[config.mk]
export PLATFORM = sky130hd
export DESIGN_NAME = doorlock_ctrl
export DESIGN_NICKNAME = d
export VERILOG_FILES = /design/src/rtl/doorlock_pkg.sv /design/src/rtl/doorlock_ctrl_key_enc.sv /design/src/rtl/doorlock_ctrl.sv
export SDC_FILE = /design/constraint.sdc
export NUM_CORES = 1
export LEC_CHECK = 0
export CAP_MARGIN = 5
export CORE_MARGIN = 3
export CORE_UTILIZATION = 55
export DETAILED_ROUTE_END_ITERATION = 16
export GPL_TIMING_DRIVEN = 1
export PLACE_DENSITY = 0.88
export SLEW_MARGIN = 25
export SYNTH_ARGS = -nofsm -noshare
export SYNTH_HDL_FRONTEND = slang
export SYNTH_SLANG_ARGS = --single-unit
[constraint.sdc]
create_clock -name clk -period 2.91 [get_ports clk]
set_input_delay 0.582 -clock clk [delete_from_list [all_inputs] [get_ports clk]]
set_output_delay 0.582 -clock clk [all_outputs]
set_load 0.01 [all_outputs]
[src/rtl/doorlock_pkg.sv]
// Shared types and constants for the doorlock sequencing FSM.
package doorlock_pkg;

    // BCD digit width and number of digit keys on the keypad.
    localparam int unsigned DIGIT_W = 4;
    localparam int unsigned N_KEYS  = 10;

    // FSM state encodings as seen on state_o.
    typedef enum logic [2:0] {
        IDLE     = 3'd0,
        ENTRY    = 3'd1,
        CHG_AUTH = 3'd2,
        CHG_NEW  = 3'd3,
        LOCKOUT  = 3'd4
    } state_e;

endpackage

[src/rtl/doorlock_ctrl_key_enc.sv]
// One-hot digit key to BCD encoder; flags a key only when exactly one bit is set.
module key_enc
    import doorlock_pkg::*;
(
    input  logic [N_KEYS-1:0]  bt_i,
    output logic [DIGIT_W-1:0] bcd_o,
    output logic               valid_o
);

    logic [3:0] hits;

    // Count set bits and remember the index of the (last) set one.
    always_comb begin
        bcd_o = '0;
        hits  = '0;
        for (int unsigned i = 0; i < N_KEYS; i++) begin
            if (bt_i[i]) begin
                bcd_o = DIGIT_W'(i);
                hits  = hits + 4'd1;
            end
        end
        valid_o = (hits == 4'd1);
    end

endmodule

[src/rtl/doorlock_ctrl.sv]
// Doorlock sequencing FSM: code entry, verification, password change and lockout.
module doorlock_ctrl
    import doorlock_pkg::*;
#(
    parameter int unsigned               PW_LEN   = 4,
    parameter int unsigned               MAX_FAIL = 3,
    parameter logic [31:0]               T_IDLE   = 32'd250_000_000,
    parameter logic [31:0]               T_LOCK   = 32'd500_000_000,
    parameter logic [DIGIT_W*PW_LEN-1:0] INIT_PW  = 16'h1234
) (
    input  logic        clk,
    input  logic        n_rst,
    input  logic [9:0]  bt_i,
    input  logic        btstar_i,
    output logic        open_o,
    output logic        err_o,
    output logic        lock_o,
    output logic        chg_o,
    output logic [3:0]  cnt_o,
    output logic [2:0]  state_o
);

    localparam int unsigned BW          = DIGIT_W * PW_LEN;
    localparam logic [3:0]  CNT_FULL    = 4'(PW_LEN);
    localparam logic [3:0]  FAIL_LIM    = 4'(MAX_FAIL);
    localparam logic [31:0] IDLE_RELOAD = T_IDLE - 32'd1;
    localparam logic [31:0] LOCK_RELOAD = T_LOCK - 32'd1;

    state_e               state_q, state_d;
    logic [BW-1:0]        entry_q, entry_d;
    logic [BW-1:0]        pw_q, pw_d;
    logic [3:0]           cnt_q, cnt_d;
    logic [3:0]           fail_q, fail_d;
    logic [31:0]          timer_q, timer_d;
    logic                 open_q, open_d;
    logic                 err_q, err_d;

    logic [DIGIT_W-1:0]   key_bcd;
    logic                 key_valid;
    logic                 dig;
    logic                 match;
    logic [3:0]           fail_inc;

    key_enc u_key_enc (
        .bt_i    (bt_i),
        .bcd_o   (key_bcd),
        .valid_o (key_valid)
    );

    // A star in the same cycle drops any digit.
    assign dig      = key_valid & ~btstar_i;
    assign match    = (cnt_q == CNT_FULL) && (entry_q == pw_q);
    assign fail_inc = fail_q + 4'd1;

    // State register and datapath registers, async active-low reset.
    always_ff @(posedge clk or negedge n_rst) begin
        if (!n_rst) begin
            state_q <= IDLE;
            entry_q <= '0;
            pw_q    <= INIT_PW;
            cnt_q   <= '0;
            fail_q  <= '0;
            timer_q <= '0;
            open_q  <= 1'b0;
            err_q   <= 1'b0;
        end else begin
            state_q <= state_d;
            entry_q <= entry_d;
            pw_q    <= pw_d;
            cnt_q   <= cnt_d;
            fail_q  <= fail_d;
            timer_q <= timer_d;
            open_q  <= open_d;
            err_q   <= err_d;
        end
    end

    // Next-state, entry buffer, timer and fail-counter logic.
    always_comb begin
        state_d = state_q;
        entry_d = entry_q;
        pw_d    = pw_q;
        cnt_d   = cnt_q;
        fail_d  = fail_q;
        timer_d = timer_q;
        open_d  = 1'b0;
        err_d   = 1'b0;

        case (state_q)
            IDLE: begin
                if (btstar_i) begin
                    state_d = CHG_AUTH;
                    entry_d = '0;
                    cnt_d   = '0;
                    timer_d = IDLE_RELOAD;
                end else if (dig) begin
                    state_d = ENTRY;
                    entry_d = BW'(key_bcd);
                    cnt_d   = 4'd1;
                    timer_d = IDLE_RELOAD;
                end
            end

            ENTRY, CHG_AUTH, CHG_NEW: begin
                if (btstar_i) begin
                    // Every star leaves with an empty buffer; only the target differs.
                    entry_d = '0;
                    cnt_d   = '0;
                    timer_d = '0;
                    state_d = IDLE;
                    if (state_q == CHG_NEW) begin
                        if (cnt_q == CNT_FULL) begin
                            pw_d   = entry_q;
                            open_d = 1'b1;
                            fail_d = '0;
                        end else begin
                            err_d = 1'b1;
                        end
                    end else if (match) begin
                        if (state_q == ENTRY) begin
                            open_d = 1'b1;
                            fail_d = '0;
                        end else begin
                            state_d = CHG_NEW;
                            timer_d = IDLE_RELOAD;
                        end
                    end else begin
                        err_d  = 1'b1;
                        fail_d = fail_inc;
                        if (fail_inc >= FAIL_LIM) begin
                            state_d = LOCKOUT;
                            timer_d = LOCK_RELOAD;
                        end
                    end
                end else if (dig) begin
                    timer_d = IDLE_RELOAD;
                    if (cnt_q != CNT_FULL) begin
                        entry_d = (entry_q << DIGIT_W) | BW'(key_bcd);
                        cnt_d   = cnt_q + 4'd1;
                    end
                end else if (timer_q == '0) begin
                    state_d = IDLE;
                    entry_d = '0;
                    cnt_d   = '0;
                end else begin
                    timer_d = timer_q - 32'd1;
                end
            end

            LOCKOUT: begin
                if (timer_q == '0) begin
                    state_d = IDLE;
                    fail_d  = '0;
                end else begin
                    timer_d = timer_q - 32'd1;
                end
            end

            default: begin
                state_d = IDLE;
                entry_d = '0;
                cnt_d   = '0;
                timer_d = '0;
            end
        endcase
    end

    assign open_o  = open_q;
    assign err_o   = err_q;
    assign lock_o  = (state_q == LOCKOUT);
    assign chg_o   = (state_q == CHG_AUTH) || (state_q == CHG_NEW);
    assign cnt_o   = cnt_q;
    assign state_o = state_q;

endmodule

==> key figures <==
Logic synthesis
  – Sequential share of the synthesized area: a little under two fifths
  – Yosys cell types: 70
  – Synthesized cell area: about 0.0052 mm²
  – Share of the synthesized area in the top cell type: 34.9%
  – Fraction of registers with async set/reset: between 90% and 100%
  – EDFF count, synth: 0
  – Predominant post-synthesis flop cell: dfrtp_1
  – Synth Instances: approximately 570
  – YS warnings: 0
  – Area contributors post-synth: dfrtp_1 35%, mux2_2 3.9%, nand2_1 3.9%
  – Syn_area_per_cell: approximately 9 µm²
  – Post-Syn Nets: 599
  – Cell taking the most area after synthesis: dfrtp_1
  – #FFs+latches synth: 77

Drt
  – Via count: between 6000 and 7000
  – Remaining antenna violation count after routing: 0
  – Vias per inst: ~7.5
  – Routed wire per std cell: approximately 27 µm
  – DRC violations left: 0
  – Routed wire length: 22500 µm
  – Initial DRC count: between 1000 and 1500
  – Drt first pass iters: 9

Cells and area
  – Multi-input gate area: 0.00367 mm²
  – Share of layout cells above drive strength 1: around two fifths
  – Fillcell total: around 380
  – Ant diodes: 0
  – Final net count: approximately 740
  – Seq. cell area: slightly below 0.002 mm²
  – Area delta synth->final: 43.7%

Timing
  – Period minus WS final: a little over 6 ns
  – Worst Skew: 0.0163 ns
  – Slew Limit Headroom: between 30% and 40%
  – Slew @ Worst Pin: between 1 and 1.5 ns
  – Final Cycle Share: 211%
  – Hold_ws: about 0.22 ns
  – Final count of hold timing violations: 0
  – # setup viols final: 57
  – Fin worst setup slack: -3.24 ns
  – Count of pins over their slew limit: 0
  – Fmax: around 160 MHz
  – Unrepaired setup endpoints after global routing: true

Pwr
  – Flop pwr share: roughly 22%
  – Clock network power share: approximately 11%
  – Comb pwr share: between 60% and 70%
  – Pwr dens: roughly 940 mW/mm²
  – Switch Pwr: approximately 3.2 mW
  – Sw Ratio: between 40% and 50%
  – Tot Pwr: around 7 mW
  – Power Internal: between 3 and 4 mW
  – VDD IR-drop max: 0.682 mV
  – Leak: roughly 3.3 nW

Die
  – Die span in x: 103 µm
  – Die area: approximately 0.011 mm²
  – I/O pin count: 24
  – Die Ht: ~100 µm
  – Core area: 0.00893 mm²
  – Site Rows: 34
  – Initial Util: 57.8%

Global routing
  – Overflow after GRT: 0
  – First-pass GRT wire length: 29500 µm
  – Number of global-route vias before repair: 5788
  – Largest net degree at the start of global routing: 78
  – Antenna violations before repair: 0
  – Overall Global Routing Usage: 35.8%

Placed design
  – Global placement routability congestion: about 0.97
  – Post-DP HPWL: ~10000 µm
  – I/O Buffers: 23

Clocking
  – Sinks on Clock Net: between 70 and 80
  – CTS Buf Count: 9
  – Clock slew at reported path FFs: about 0.090 ns
  – TritonCTS clock tree: yes
  – CTS Hold Buffers Added: 0
  – CTS HTree Levels: 3
  – Root buf cell: clkbuf_8
  – CTS Buffer Depth: 2
  – Clk_lat worst skew: roughly 0.37 ns

Worst setup path
  – Worst EP required: approximately 3.2 ns
  – Crit path max-delay family: adder cells
  – Bufs and invs on worst path: 5
  – Crit-path max FO: 5
  – Setup crit start kind: input pin
  – Worst path max stage delay: about 0.31 ns
  – WP data arrival: ~6.5 ns
  – CP max stage cell: ha_4
  – Cell mode on critical path: ha_4
  – Worst setup EP type: register
  – Crit Path Category: in -> reg

Run status
  – Status: complete, but fails checks
  – Failing checks: negative setup slack

Worst hold path
  – HP Class: in -> async

Flow run
  – Max cap viols: 0
-- Yosys cell counts (all sizes together) (3+ instances only) --
| master | n |
|---|---|
| a31oi | 11 |
| and3 | 3 |
| nand2 | 54 |
| ha | 14 |
| o2bb2ai | 7 |
| dfstp | 5 |
| nor2b | 4 |
| o41ai | 5 |
| xnor2 | 9 |
| nor3b | 3 |
| nand2b | 12 |
| nand4 | 7 |
| inv | 22 |
| and2 | 5 |
| nand3 | 21 |
| or3 | 14 |
| a21oi | 26 |
| a22o | 20 |
| or4 | 3 |
| o21ai | 37 |
| or2 | 7 |
| a21bo | 3 |
| o31ai | 10 |
| mux2 | 24 |
| nor4 | 12 |
| nor2 | 48 |
| dfrtp | 72 |
| nor3 | 19 |
| clkbuf | 19 |
| a211o | 3 |
| xor2 | 23 |
| xnor3 | 3 |
| a21o | 5 |
| buf | 7 |
-- cell type report --
cell class	count	share of cell area [%]
multi-input cells	448	49.4
flip-flops and latches	77	26.0
repair buffers	156	19.1
well taps	108	1.82
clock buffers	11	1.77
inverters	23	1.40
clock inverters	5	0.506
-- worst register-to-register path: cells and delay by family, from the launching register on --
family | cells | cell delay (ns)
buffers and inverters | 2 | 0.37
DFF | 1 | 0.48
AOI/OAI and AO/OA | 3 | 0.81
and+or+nand+nor | 6 | 1.65
-- cells in the final DEF (no fill, tap or decap), drive strengths merged, types with 4 or more instances in the layout --
cell and count:
clkbuf 12, clkdlybuf4s50 18, ha 14, dfstp 5, nor2b 4, buf 136, xor2 23, a31oi 11
o2bb2ai 7, nor2 48, a22o 20, a21o 6, dfrtp 72, a21oi 26, nor3 19, xnor2 9
nand4 7, nand2 54, nand2b 12, mux2 24, o41ai 5, and2 5, o31ai 10, o21ai 38
nor4 12, or2 7, or3 14, inv 23, nand3 21
-- what timing repair did --
item,CTS,global route
resized for setup,69,57
buffers inserted,22,13
gates cloned,4,1
pin swaps,32,28
setup endpoints to repair,58,58
-- sequential cells by signal, summed over array words and instances, names as in the netlist --
signal and flops:
cnt_o 4, entry_q 16, err_o 1, fail_q 4, open_o 1, pw_q 16
state_o 3, timer_q 32
-- final timing paths --
check                                       start                       to  slack (ns)  cells after the start
max in group asynchronous                   n_rst    fail_q[1]$_DFFE_PN0P_        2.16                      1
setup / recovery                          bt_i[1]     cnt_o[2]$_DFFE_PN0P_       -3.24                     36
setup reg to reg           timer_q[2]$_DFFE_PN0P_  timer_q[23]$_DFFE_PN0P_       -0.50                     11
hold reg to reg               pw_q[7]$_DFFE_PN0P_      pw_q[7]$_DFFE_PN0P_        0.54                      1
min in group clk              pw_q[7]$_DFFE_PN0P_      pw_q[7]$_DFFE_PN0P_        0.54                      1
hold / removal                              n_rst   timer_q[5]$_DFFE_PN0P_        0.22                      1
-- cells by family (layout without fill, tap and decap cells) --
| kind of cell | after synthesis | after routing | share of synthesized area (%) |
|---|---|---|---|
| AO/OA/AOI/OAI | 151 | 153 | 20.4 |
| buffers and inverters | 49 | 195 | 3.90 |
| flip-flops | 77 | 77 | 37.4 |
| multiplexers | 26 | 26 | 5.62 |
| AND/OR/NAND/NOR | 219 | 219 | 21.3 |
| adder cells (fa/ha/maj) | 14 | 14 | 3.39 |
| XOR/XNOR | 36 | 36 | 7.94 |
-- per-layer routing --
layer	up-vias	wire length (µm)	GRT usage, %
li1	2389	-	-
met1	2843	7510	44.0
met2	700	9760	58.2
met3	294	2870	7.71
met4	0	2340	20.1
met5	-	0	0
-- per-stage QoR --
step	worst slack, ns	instance area [µm²]	TNS [ns]	utilization, %	cells
CTS	-2.66	7020	-142.19	78.6	815
global route	-3.34	7420	-177.60	83.1	828
finish	-3.24	7420	-169.98	83.1	828
floorplan	-2.99	5470	-156.73	-	572
global placement	-3.67	6410	-194.26	71.8	773
detailed placement	-3.93	6410	-208.71	71.8	773
-- power by group through the flow --
stage	Combinational, mW	Sequential, mW	Clock (mW)
5_1_grt	4.76	1.57	0.823
2_1_floorplan	2.07	1.48	0
6_report	4.64	1.56	0.780
4_1_cts	3.63	1.51	0.731
3_5_place_dp	3.10	1.51	0
3_3_place_gp	2.94	1.50	0
No activity file was read; power rests on OpenSTA's default activity.
